--- src/rtl/expansion_pkg.sv ---
// expansion_pkg: shared constants and width helper for the expansion input chain
package expansion_pkg;
   localparam int EXP_WIDTH    = 8;
   localparam int EXP_TICK_DIV = 1000;
   localparam int EXP_DEBOUNCE = 16;
   function automatic int exp_bits(input int n);
      return (n <= 1) ? 1 : $clog2(n);
   endfunction
endpackage

--- src/rtl/expansion_debounce_bit.sv ---
// expansion_debounce_bit: tick-sampled debounce filter for one synchronized input bit
module expansion_debounce_bit
   import expansion_pkg::*;
#(
   parameter int DEBOUNCE = EXP_DEBOUNCE
) (
   input  logic clk,
   input  logic rst,
   input  logic tick,
   input  logic in_sync,
   output logic stable,
   output logic rise,
   output logic fall
);
   localparam int CW = exp_bits(DEBOUNCE + 1);
   logic [CW-1:0] r_cnt;
   logic          r_stable;
   logic          r_rise;
   logic          r_fall;
   always_ff @(posedge clk or posedge rst) begin
      if (rst) begin
         r_cnt    <= '0;
         r_stable <= 1'b0;
         r_rise   <= 1'b0;
         r_fall   <= 1'b0;
      end else begin
         r_rise <= 1'b0;
         r_fall <= 1'b0;
         if (tick) begin
            if (in_sync == r_stable) begin
               r_cnt <= '0;
            end else if (r_cnt == CW'(DEBOUNCE - 1)) begin
               r_stable <= in_sync;
               r_cnt    <= '0;
               r_rise   <= in_sync;
               r_fall   <= ~in_sync;
            end else begin
               r_cnt <= r_cnt + 1'b1;
            end
         end
      end
   end
   assign stable = r_stable;
   assign rise   = r_rise;
   assign fall   = r_fall;
endmodule

--- src/rtl/expansion_input_debounce.sv ---
// expansion_input_debounce: synchronizes and debounces the expansion input word,
// producing a clean word plus rise/fall/changed strobes and a change counter
module expansion_input_debounce
   import expansion_pkg::*;
#(
   parameter int WIDTH    = EXP_WIDTH,
   parameter int TICK_DIV = EXP_TICK_DIV,
   parameter int DEBOUNCE = EXP_DEBOUNCE
) (
   input  logic             clk,
   input  logic             rst,
   input  logic [WIDTH-1:0] data_raw,
   output logic [WIDTH-1:0] data_stable,
   output logic [WIDTH-1:0] rise,
   output logic [WIDTH-1:0] fall,
   output logic             changed,
   output logic [15:0]      change_count
);
   localparam int PW = exp_bits(TICK_DIV);
   if (DEBOUNCE < 1 || TICK_DIV < 1) begin : g_bad_param
      $error("expansion_input_debounce: DEBOUNCE and TICK_DIV must be at least 1");
   end
   logic [WIDTH-1:0] r_s1;
   logic [WIDTH-1:0] r_s2;
   logic [PW-1:0]    r_presc;
   logic [15:0]      r_count;
   logic             w_tick;
   assign w_tick = r_presc == PW'(TICK_DIV - 1);
   always_ff @(posedge clk or posedge rst) begin
      if (rst) begin
         r_s1    <= '0;
         r_s2    <= '0;
         r_presc <= '0;
         r_count <= '0;
      end else begin
         r_s1    <= data_raw;
         r_s2    <= r_s1;
         r_presc <= w_tick ? '0 : r_presc + 1'b1;
         r_count <= r_count + 16'(changed);
      end
   end
   for (genvar i = 0; i < WIDTH; i++) begin : g_bit
      expansion_debounce_bit #(.DEBOUNCE(DEBOUNCE)) u_bit (
         .clk    (clk),
         .rst    (rst),
         .tick   (w_tick),
         .in_sync(r_s2[i]),
         .stable (data_stable[i]),
         .rise   (rise[i]),
         .fall   (fall[i])
      );
   end
   // rise/fall are registered, so the OR stays a registered-output function
   assign changed      = |(rise | fall);
   assign change_count = r_count;
endmodule

--- config.mk ---
export PLATFORM = sky130hd
export DESIGN_NAME = expansion_input_debounce
export DESIGN_NICKNAME = d
export VERILOG_FILES = /design/src/rtl/expansion_pkg.sv /design/src/rtl/expansion_debounce_bit.sv /design/src/rtl/expansion_input_debounce.sv
export SDC_FILE = /design/constraint.sdc
export NUM_CORES = 1
export LEC_CHECK = 0
export ABC_AREA = 1
export CAP_MARGIN = 30
export CELL_PAD_IN_SITES_DETAIL_PLACEMENT = 0
export CELL_PAD_IN_SITES_GLOBAL_PLACEMENT = 1
export CORE_MARGIN = 5
export CORE_UTILIZATION = 45
export CTS_CLUSTER_SIZE = 14
export DETAILED_ROUTE_END_ITERATION = 12
export PLACE_DENSITY = 0.78
export SLEW_MARGIN = 20
export SYNTH_ARGS = -nofsm -noshare
export SYNTH_HDL_FRONTEND = slang
export SYNTH_SLANG_ARGS = --single-unit
export TNS_END_PERCENT = 30
--- constraint.sdc ---
create_clock -name clk -period 9.1 [get_ports clk]
set_clock_uncertainty 0.05 [all_clocks]
set_input_delay 1.82 -clock clk [delete_from_list [all_inputs] [get_ports clk]]
set_output_delay 1.82 -clock clk [all_outputs]
set_load 0.1 [all_outputs]
==> flow_metrics.py <==
metrics = {
    "status": {
        "status": "finished, final reports clean",
    },
    "floorplan": {
        "core_area_sq_um": 10400,
        "rows": 37,
        "die_x_um": 114,
        "die_h_um": 114,
        "start_util_pct": 46.5,
        "die_area_sq_um": 12900,
        "io_pins": 51,
    },
    "cells_and_area": {
        "n_antenna_cell": 0,
        "nNetsFinal": 572,
        "area_growth_syn_to_layout_pct": 15.6,
        "layout-drive-gt1-share_pct": 5.22,
    },
    "yosys": {
        "synth_top_cell_area_share_pct": 54.8,
        "synth_top_cells_by_area": "dfrtp_1 (55%), nand2_1 (8.8%), nand3_1 (4.2%), inv_1 (3.8%), buf_4 (3.7%)",
        "synth_edf_count": 0,
        "synth-seq-area-share_pct": 54.8,
        "ys_warn_count": 0,
        "yosysUniqueCellTypes": 30,
        "avgSynthCellArea_sq_um": 9.38,
        "synth.net_count": 537,
        "synth_most_common_cell": "nand2_1",
        "yosysTopAreaCell": "dfrtp_1",
        "synthCells": 516,
        "syn_area_sq_um": 4840,
        "synthTopCellsByCount": "nand2_1 (113), dfrtp_1 (106), inv_1 (49)",
        "synthArstFlopShare_pct": 100,
        "yosys_most_used_dff": "dfrtp_1",
        "synth_seq_cells": 106,
    },
    "worst_setup_path": {
        "reg2regPathDepth": 7,
        "critPathArrivalTime_ns": 2.47,
        "critical-path-max-stage-delay_ns": 0.99,
        "r2r_setup_slack_ns": 6.90,
        "crit_start": "g_bit[0].u_bit.fall$_DFF_PP0_",
        "path_delay_family": "buffers and inverters",
        "cp.depth": 4,
        "cp_max_fo": 2,
        "crit_type": "register to output port",
        "rr_endpoint": "g_bit[4].u_bit.fall$_DFF_PP0_",
        "worst_ep_required_time_ns": 7.23,
        "cp_num_buf_inv": 1,
        "slowest_stage": "clkdlybuf4s50_1",
        "end_kind": "output port",
        "worstSetupStartpointType": "register",
        "worstReg2RegStart": "r_presc[0]$_DFF_PP0_",
        "setup.worst_path.end": "changed",
        "crit_path_cell_trace": "nor4_1, and2_1, nand2_1, clkdlybuf4s50_1",
    },
    "route": {
        "viasPerCell": 4.93,
        "dr.pass1.iters": 4,
        "ant_nets": 0,
        "drtIter0Drc": 171,
        "num_vias": 3411,
        "drc": 0,
        "wire_per_inst_um": 13.8,
        "finalWirelength_um": 9530,
    },
    "min_path": {
        "min_path_type": "register to register",
        "hold_path_depth": 0,
    },
    "power": {
        "power.switching_uw": 172,
        "power_density_nw_per_um2": 149,
        "p_seq_share_pct": 57.1,
        "switching_share_pct": 20.6,
        "p_int_uw": 664,
        "pwr-share-clk_pct": 40.7,
        "irDropWorstVdd_mv": 0.103,
        "pwr-share-comb_pct": 2.2,
        "p_leak_uw": 0.00271,
    },
    "timing": {
        "max_freq_mhz": 231,
        "finalHoldViolations": 0,
        "setup_violations": 0,
        "period_needed_ns": 4.34,
        "rsz0062_at_grt": "false",
        "drv_slew": 0,
        "setup_tns_ns": 0,
        "finalCritPeriodShare_pct": 47.7,
        "relSlewSlack_pct": 33.2,
        "fin_ws_ns": 4.76,
        "tightest_slew_ns": 0.998,
    },
    "clock_network": {
        "tritoncts": "done",
        "clock_path_buffers": 2,
        "cts_buffers": 9,
        "cts-root-buf": "clkbuf_8",
        "cts-resized-gates": 0,
        "holdBufCountCts": 0,
        "post_cts_buffers": 0,
        "clk_pin_slew_ns": 0.09,
        "cts.sinks": 106,
        "insertion_delay_ns": 0.37,
        "htree_levels": 3,
    },
    "grt": {
        "grtUsageTotal_pct": 15.7,
        "grt_pass1_wl_um": 16200,
        "overflow": 0,
        "antenna_found_initial": 0,
        "grt_max_degree": 74,
        "grt_pass1_vias": 3330,
    },
    "place": {
        "portBuffers": 50,
        "pre_cts_ws_ns": 5.13,
        "gp_congestion": 0.776,
        "dp_hpwl_um": 6780,
    },
    "run": {
        "max_cap_violations": 0,
    },
}
## power by group through the flow
stage	sequential, uW	clock (uW)	combinational [uW]
2_1_floorplan	486	0	10.7
3_3_place_gp	487	0	18.4
3_5_place_dp	487	0	18.7
4_1_cts	477	355	18.8
5_1_grt	478	375	22.1
6_report	477	340	18.8
## registers in the layout (all words and copies together), names as in the netlist
signal / flops
change_count: 16
g_bit.u_bit.fall: 8
g_bit.u_bit.r_cnt: 40
g_bit.u_bit.rise: 8
g_bit.u_bit.stable: 8
r_presc: 10
r_s1: 8
r_s2: 8
## how the worst min path moves through the flow
stage,startpoint,end
floorplan,r_s1[0]$_DFF_PP0_,r_s2[0]$_DFF_PP0_
global placement,r_s1[7]$_DFF_PP0_,r_s2[7]$_DFF_PP0_
detailed placement,r_s1[0]$_DFF_PP0_,r_s2[0]$_DFF_PP0_
CTS,r_s1[0]$_DFF_PP0_,r_s2[0]$_DFF_PP0_
global route,r_s1[0]$_DFF_PP0_,r_s2[0]$_DFF_PP0_
finish,r_s1[3]$_DFF_PP0_,r_s2[3]$_DFF_PP0_
## cells in the final DEF (no fill, tap or decap), drive strengths merged
master and count:
nand2 114, dfrtp 106, inv 52, nor2 51
clkdlybuf4s50 50, nand3 42, o21ai 21, xor2 20
xnor2 17, nand4 17, ha 11, clkbuf 10
a21boi 8, o22ai 6, nor3 6, a21oi 5
nor4 4, buf 4, bufinv 3, and2 3
clkinv 2, nand3b 1, o21bai 1, a31oi 1
clkinvlp 1
## per-stage QoR
stage / utilization [%] / instance area (sq um) / power [uW] / hold slack, ns / instances
floorplan: - / 4840 / 496 / 0.281 / 516
global placement: 50.8 / 5290 / 505 / 0.282 / 673
detailed placement: 51.2 / 5330 / 505 / 0.286 / 675
CTS: 53.5 / 5570 / 851 / 0.308 / 691
global route: 53.7 / 5590 / 875 / 0.314 / 692
finish: 53.7 / 5590 / 836 / 0.306 / 692
## kinds of logic (layout without fill, tap and decap cells)
logic type               after synthesis  count (layout)  share of synthesized area, %
AND/OR/NAND/NOR                      238             238                          21.6
flip-flops                           106             106                          54.8
buffers and inverters                 82             122                          8.81
AO/OA/AOI/OAI                         42              42                          5.22
XOR/XNOR                              37              37                          6.69
adder cells (fa/ha/maj)               11              11                          2.84
## worst register-to-register path, cell delays in order (launching register included)
cell	delay [ns]
dfrtp_1	0.38
ha_1	0.27
nand3_2	0.11
nor2_4	0.28
nand2_4	0.32
inv_4	0.36
nand3_1	0.19
nor2_1	0.16
## cell type report
cell class	instances	area (sq um)
clock buffers	10	128
clock inverters	6	115
fillers	981	4820
inverters	52	200
multi-input cells	328	1760
flip-flops and latches	106	2650
well taps	136	170
repair buffers	54	567
## per-layer routing
| metal | GRT usage (%) | up-vias | wire length (um) |
|---|---|---|---|
| li1 | - | 1707 | - |
| met1 | 20.9 | 1635 | 4620 |
| met2 | 25.2 | 56 | 4400 |
| met3 | 4.08 | 13 | 373 |
| met4 | 5.21 | 0 | 132 |
| met5 | 0 | - | 0 |
Note: power is estimated with default switching activity, not from simulation.
